<file path="config.mk">
export PLATFORM = sky130hd
export DESIGN_NAME = pong_game_ctrl
export DESIGN_NICKNAME = d
export VERILOG_FILES = /design/src/rtl/pong_game_ctrl.sv
export SDC_FILE = /design/constraint.sdc
export NUM_CORES = 1
export LEC_CHECK = 0
export BUFFER_PORTS_ARGS = -buffer_cell sky130_fd_sc_hd__buf_2
export CAP_MARGIN = 30
export CORE_ASPECT_RATIO = 1.2
export CORE_MARGIN = 5
export CORE_UTILIZATION = 35
export CTS_CLUSTER_DIAMETER = 50
export DETAILED_ROUTE_END_ITERATION = 10
export SLEW_MARGIN = 20
export SYNTH_ARGS = -nofsm -noshare
export SYNTH_HDL_FRONTEND = slang
export SYNTH_SLANG_ARGS = --single-unit
</file>
<file path="constraint.sdc">
create_clock -name clk -period 1.8 [get_ports clk]
set_input_delay 0.18 -clock clk [delete_from_list [all_inputs] [get_ports clk]]
set_output_delay 0.18 -clock clk [all_outputs]
set_load 0.005 [all_outputs]
</file>
<file path="src/rtl/pong_game_ctrl.sv">
// Pong game sequencer: serve/game-over pauses, lives, rally count and the
// freeze request to the graph block, all timed in video frames.
module pong_game_ctrl #(
  parameter int unsigned BALLS       = 3,
  parameter int unsigned WAIT_FRAMES = 120,
  parameter int unsigned TMR_W       = 7
) (
  input  logic       clk,
  input  logic       reset,
  input  logic [9:0] pix_x,
  input  logic [9:0] pix_y,
  input  logic       start,
  input  logic       miss,
  input  logic       hit_left,
  input  logic       hit_right,
  output logic       graph_still,
  output logic [1:0] balls_left,
  output logic       game_over,
  output logic [1:0] state_id,
  output logic [7:0] rally,
  output logic       frame_tick
);

  localparam int unsigned RALLY_W = 8;
  localparam logic [TMR_W-1:0]   TMR_LOAD   = TMR_W'(WAIT_FRAMES - 1);
  localparam logic [1:0]         BALLS_INIT = 2'(BALLS);
  localparam logic [RALLY_W-1:0] RALLY_MAX  = {RALLY_W{1'b1}};

  typedef enum logic [1:0] {
    S_NEWGAME = 2'd0,
    S_PLAY    = 2'd1,
    S_NEWBALL = 2'd2,
    S_OVER    = 2'd3
  } state_t;

  state_t             state_q;
  logic [TMR_W-1:0]   timer_q;
  logic [1:0]         balls_q;
  logic [RALLY_W-1:0] rally_q;
  logic               still_q;
  logic               over_q;
  logic               tick_q;
  logic               start_q;
  logic               miss_q;
  logic               hit_q;

  logic frame_match_c;
  logic start_rise_c;
  logic miss_rise_c;
  logic hit_rise_c;

  // Rising edges act on the same clock they are seen.
  assign frame_match_c = (pix_y == 10'd481) && (pix_x == 10'd0);
  assign start_rise_c  = start & ~start_q;
  assign miss_rise_c   = miss & ~miss_q;
  assign hit_rise_c    = (hit_left | hit_right) & ~hit_q;

  always_ff @(posedge clk or posedge reset) begin
    if (reset) begin
      state_q <= S_NEWGAME;
      timer_q <= '0;
      balls_q <= BALLS_INIT;
      rally_q <= '0;
      still_q <= 1'b1;
      over_q  <= 1'b0;
      tick_q  <= 1'b0;
      start_q <= 1'b0;
      miss_q  <= 1'b0;
      hit_q   <= 1'b0;
    end else begin
      tick_q  <= frame_match_c;
      start_q <= start;
      miss_q  <= miss;
      hit_q   <= hit_left | hit_right;

      case (state_q)
        S_NEWGAME: begin
          if (start_rise_c) begin
            state_q <= S_PLAY;
            still_q <= 1'b0;
            rally_q <= '0;
          end
        end

        S_PLAY: begin
          // A miss wins over a simultaneous hit.
          if (miss_rise_c) begin
            timer_q <= TMR_LOAD;
            still_q <= 1'b1;
            if (balls_q <= 2'd1) begin
              balls_q <= 2'd0;
              state_q <= S_OVER;
              over_q  <= 1'b1;
            end else begin
              balls_q <= balls_q - 2'd1;
              state_q <= S_NEWBALL;
            end
          end else if (hit_rise_c && (rally_q != RALLY_MAX)) begin
            rally_q <= rally_q + RALLY_W'(1);
          end
        end

        S_NEWBALL: begin
          if (tick_q) begin
            if (timer_q == '0) begin
              state_q <= S_PLAY;
              still_q <= 1'b0;
              rally_q <= '0;
            end else begin
              timer_q <= timer_q - TMR_W'(1);
            end
          end
        end

        S_OVER: begin
          if (tick_q) begin
            if (timer_q == '0) begin
              state_q <= S_NEWGAME;
              balls_q <= BALLS_INIT;
              over_q  <= 1'b0;
              still_q <= 1'b1;
              rally_q <= '0;
            end else begin
              timer_q <= timer_q - TMR_W'(1);
            end
          end
        end

        default: begin
          state_q <= S_NEWGAME;
          still_q <= 1'b1;
          over_q  <= 1'b0;
        end
      endcase
    end
  end

  assign graph_still = still_q;
  assign balls_left  = balls_q;
  assign game_over   = over_q;
  assign state_id    = state_q;
  assign rally       = rally_q;
  assign frame_tick  = tick_q;

endmodule

</file>
==> results by group <==
Critical path
  • Worst R2R Start: timer_q[2]$_DFFE_PP0P_
  • Critical path class: reg2reg
  • Crit path capture type: register
  • Register-to-register setup slack: -0.01 ns
  • Critical Path AT: 1.97 ns
  • CP Launch Type: register
  • Crit Path Max Fanout: 3
  • R2R depth: 5
  • Required time worst endpoint: 1.96 ns
  • Critical R2R Capture: rally[7]$_DFFE_PP0P_

Floorplanning
  • FP Rows: 24
  • Die height: 76.92 um
  • Initial core utilization: 35.95%
  • Core Region: 3633 um^2
  • Io pins: 41
  • Area of the die: 5059 um^2
  • Chip Width: 65.77 um

Synthesis
  • Ys async rst share: 100.0%
  • Leading area contributor after synthesis: dfrtp_1
  • Leading post-synthesis cells by cell area: dfrtp_1 42%, o21ai_0 6.9%, dfstp_2 6.0%
  • Synth top area share: 42.15%
  • Synth Area in Adders: 1.916%
  • Post-Syn Area: 1306 um^2
  • Synthesized area per cell: 9.264 um^2
  • Top FF cell, synth: dfrtp_1
  • Post-synth EDFFs: 0
  • Post-synthesis compound-gate area fraction: 18.01%
  • Largest family of logic cells by synthesized area: simple AND/OR/NAND/NOR gates
  • Post-Synth Simple-Gate Area: 23.85%
  • Post-Synthesis Cells: 141
  • Post-synthesis mux area share: 2.778%
  • Syn. warnings: 0
  • Most frequent cell after synthesis: dfrtp_1
  • Synth Area in XOR/XNOR: 2.011%
  • Yosys reg bits: 25
  • Yosys cell types: 37
  • Synth Net Count: 169
  • Sequential fraction of the synthesis area: 48.18%
  • Commonest cells post-synth: 22 x dfrtp_1, 18 x o21ai_0, 15 x nor2_1, 12 x nand2_1, 9 x inv_1

Timing
  • Final worst slack: -0.01175 ns
  • Period utilisation layout: 100.7%
  • Hold Vio Cnt, Final: 0
  • Tmin final: 1.812 ns
  • Clock skew: 0.004966 ns
  • Fmax: 552.0 MHz
  • Fin Hold WS: 0.03194 ns
  • RSZ-0062 raised after global routing: yes
  • Final setup viols: 1
  • Max-slew headroom: 71.58%
  • Slew Viols, Final: 0
  • Worst slew pin tran: 0.4204 ns

Min path
  • Hold Crit Class: in2reg
  • Hold_sp: start
  • Hold path cells: 1
  • Worst Hold End: start_q$_DFF_PP0_

Status
  • Outcome: finished, violations left
  • Failing checks: setup timing

Drt
  • Total number of vias: 1273
  • Vias/cell: 5.012
  • ANT nets after route: 0
  • DR pass1 iterations: 4
  • Post-route DRC: 0
  • Routed length per placed instance: 13.26 um
  • 1st-iter DRT viols: 64
  • Drt total wl: 3368 um

Global route
  • Overall global routing resource usage: 14.19%
  • Vias in the first global route: 1375
  • Largest net degree at the start of global routing: 26
  • Antenna violations before repair: 0
  • Global-route wire length before repair: 5837 um
  • Global route overflow: 0

Run
  • Max-cap violations: 0

Placement
  • Final RePlAce weighted congestion: 0.8385
  • Post-placement worst setup slack: -0.04833 ns
  • # port buffers: 40
  • Detailed Place HPWL: 2664 um

Final layout
  • # diodes: 0
  • NumNets Final: 231
  • Area grow syn2layout: 38.12%
  • Share of cells above drive strength 1: 38.12%

Clock network
  • Worst skew pair latency: 0.26 ns
  • Max Root-Sink Buffers: 2
  • CTS tree: built
  • Number of H-tree levels: 1
  • Reg clk slew, reported paths: 0.09 ns
  • Sinks on the clock net: 25
  • CTS Buf Count: 3
  • Clock root buffer: clkbuf_8

Power
  • PD cells: 529.1 nW/um^2
  • Total leakage power: 0.0008529 uW
  • Net switching fraction of the power: 21.24%
  • Reg power frac: 59.3%
  • Switching power of the nets: 202.8 uW
  • Combinational fraction of design power: 5.8%
  • Peak supply drop: 0.2439 mV
  • Clock share of power: 34.8%
  • Internal power: 751.9 uW
## layout make-up
| cell class | count | area, um^2 |
|---|---|---|
| clock buffers | 4 | 45.04 |
| fillers | 336 | 1829 |
| inverters | 9 | 33.78 |
| multi-input cells | 105 | 681.9 |
| flip-flops and latches | 25 | 629.4 |
| well taps | 52 | 65.06 |
| repair buffers | 59 | 349.1 |
## registers in the layout (all words and copies together), names as in the netlist
signal	cells
graph_still	1
start_q	1
miss_q	1
timer_q	7
rally	8
state_id	2
hit_q	1
balls_left	2
game_over	1
frame_tick	1
## power by group through the flow
stage,clock [uW],combinational (uW),sequential (uW)
floorplan,0,17.6,577
global placement,0,54.0,577
detailed placement,0,56.0,577
CTS,348,57.8,566
global route,369,64.9,567
finish,332,55.8,566
## layer usage
layer  wire [um]  part of all wire [%]  track usage [%]  up-vias
met4           0                     0            2.905        0
li1            -                     -                -      628
met1        1348                    40            16.34      602
met3         215                   6.4            3.655        0
met5           0                     0                0        -
met2        1804                    54            25.78       43
## layout by cell type, fill, tap and decap left out, types with 2 or more instances in the layout
cell type,netlist,final
o21ai_0,18,6
nor2_1,15,15
nand2_1,12,12
nand4_1,3,3
nor4_1,4,4
a31oi_1,3,3
xor2_1,2,2
a21o_1,2,2
nand2b_1,4,3
clkbuf_8,0,3
nor4b_1,2,2
inv_1,9,9
a21oi_1,7,6
o21ai_1,0,8
nor2b_1,3,3
buf_2,1,40
buf_4,0,17
o31ai_1,2,2
nor3_1,2,2
dfstp_2,3,3
and2_1,2,2
nand3_1,7,7
o21ai_2,0,4
dfrtp_1,22,22
## kinds of logic (layout without fill, tap and decap cells)
group | after synthesis | count (layout)
AO/OA/AOI/OAI | 37 | 37
buffers and inverters | 11 | 72
multiplexers | 3 | 3
flip-flops | 25 | 25
adder cells (fa/ha/maj) | 2 | 2
AND/OR/NAND/NOR | 60 | 60
XOR/XNOR | 3 | 3
## worst max-delay path by stage
stage                           start  slack, ns  cells past startpoint              endpoint
2_1_floorplan  timer_q[2]$_DFFE_PP0P_       0.02                      5  rally[7]$_DFFE_PP0P_
3_3_place_gp   timer_q[2]$_DFFE_PP0P_       0.04                      6  rally[2]$_DFFE_PP0P_
3_5_place_dp   timer_q[2]$_DFFE_PP0P_      -0.05                      6  rally[4]$_DFFE_PP0P_
4_1_cts        timer_q[2]$_DFFE_PP0P_      -0.02                      5  rally[7]$_DFFE_PP0P_
5_1_grt        timer_q[2]$_DFFE_PP0P_      -0.06                      5  rally[7]$_DFFE_PP0P_
6_report       timer_q[2]$_DFFE_PP0P_      -0.01                      5  rally[7]$_DFFE_PP0P_
## per-stage QoR
step,cell area (um^2),util (%),cells,power (uW),setup TNS [ns]
2_1_floorplan,1325,-,141,594.5,0
3_3_place_gp,1709,47.04,248,631.2,0
3_5_place_dp,1709,47.04,248,633.4,-0.08106
4_1_cts,1785,49.14,254,972.1,-0.01778
5_1_grt,1804,49.66,254,1001,-0.2461
6_report,1804,49.66,254,954.6,-0.01175
## critical path, cell delays in order, from the launching register on
cell,delay (ns)
dfrtp_1,0.41
or3_4,0.41
o41ai_4,0.32
o31ai_4,0.14
a21o_1,0.17
mux2_4,0.25
## repair_timing
action / CTS / global route
resized for setup: 4 / 15
setup buffers: 1 / 0
endpoints found under the setup margin: 7 / 11
hold endpoints to repair: 22 / 0
hold buffers: 1 / 0
Power figures use the tool's default switching activity.
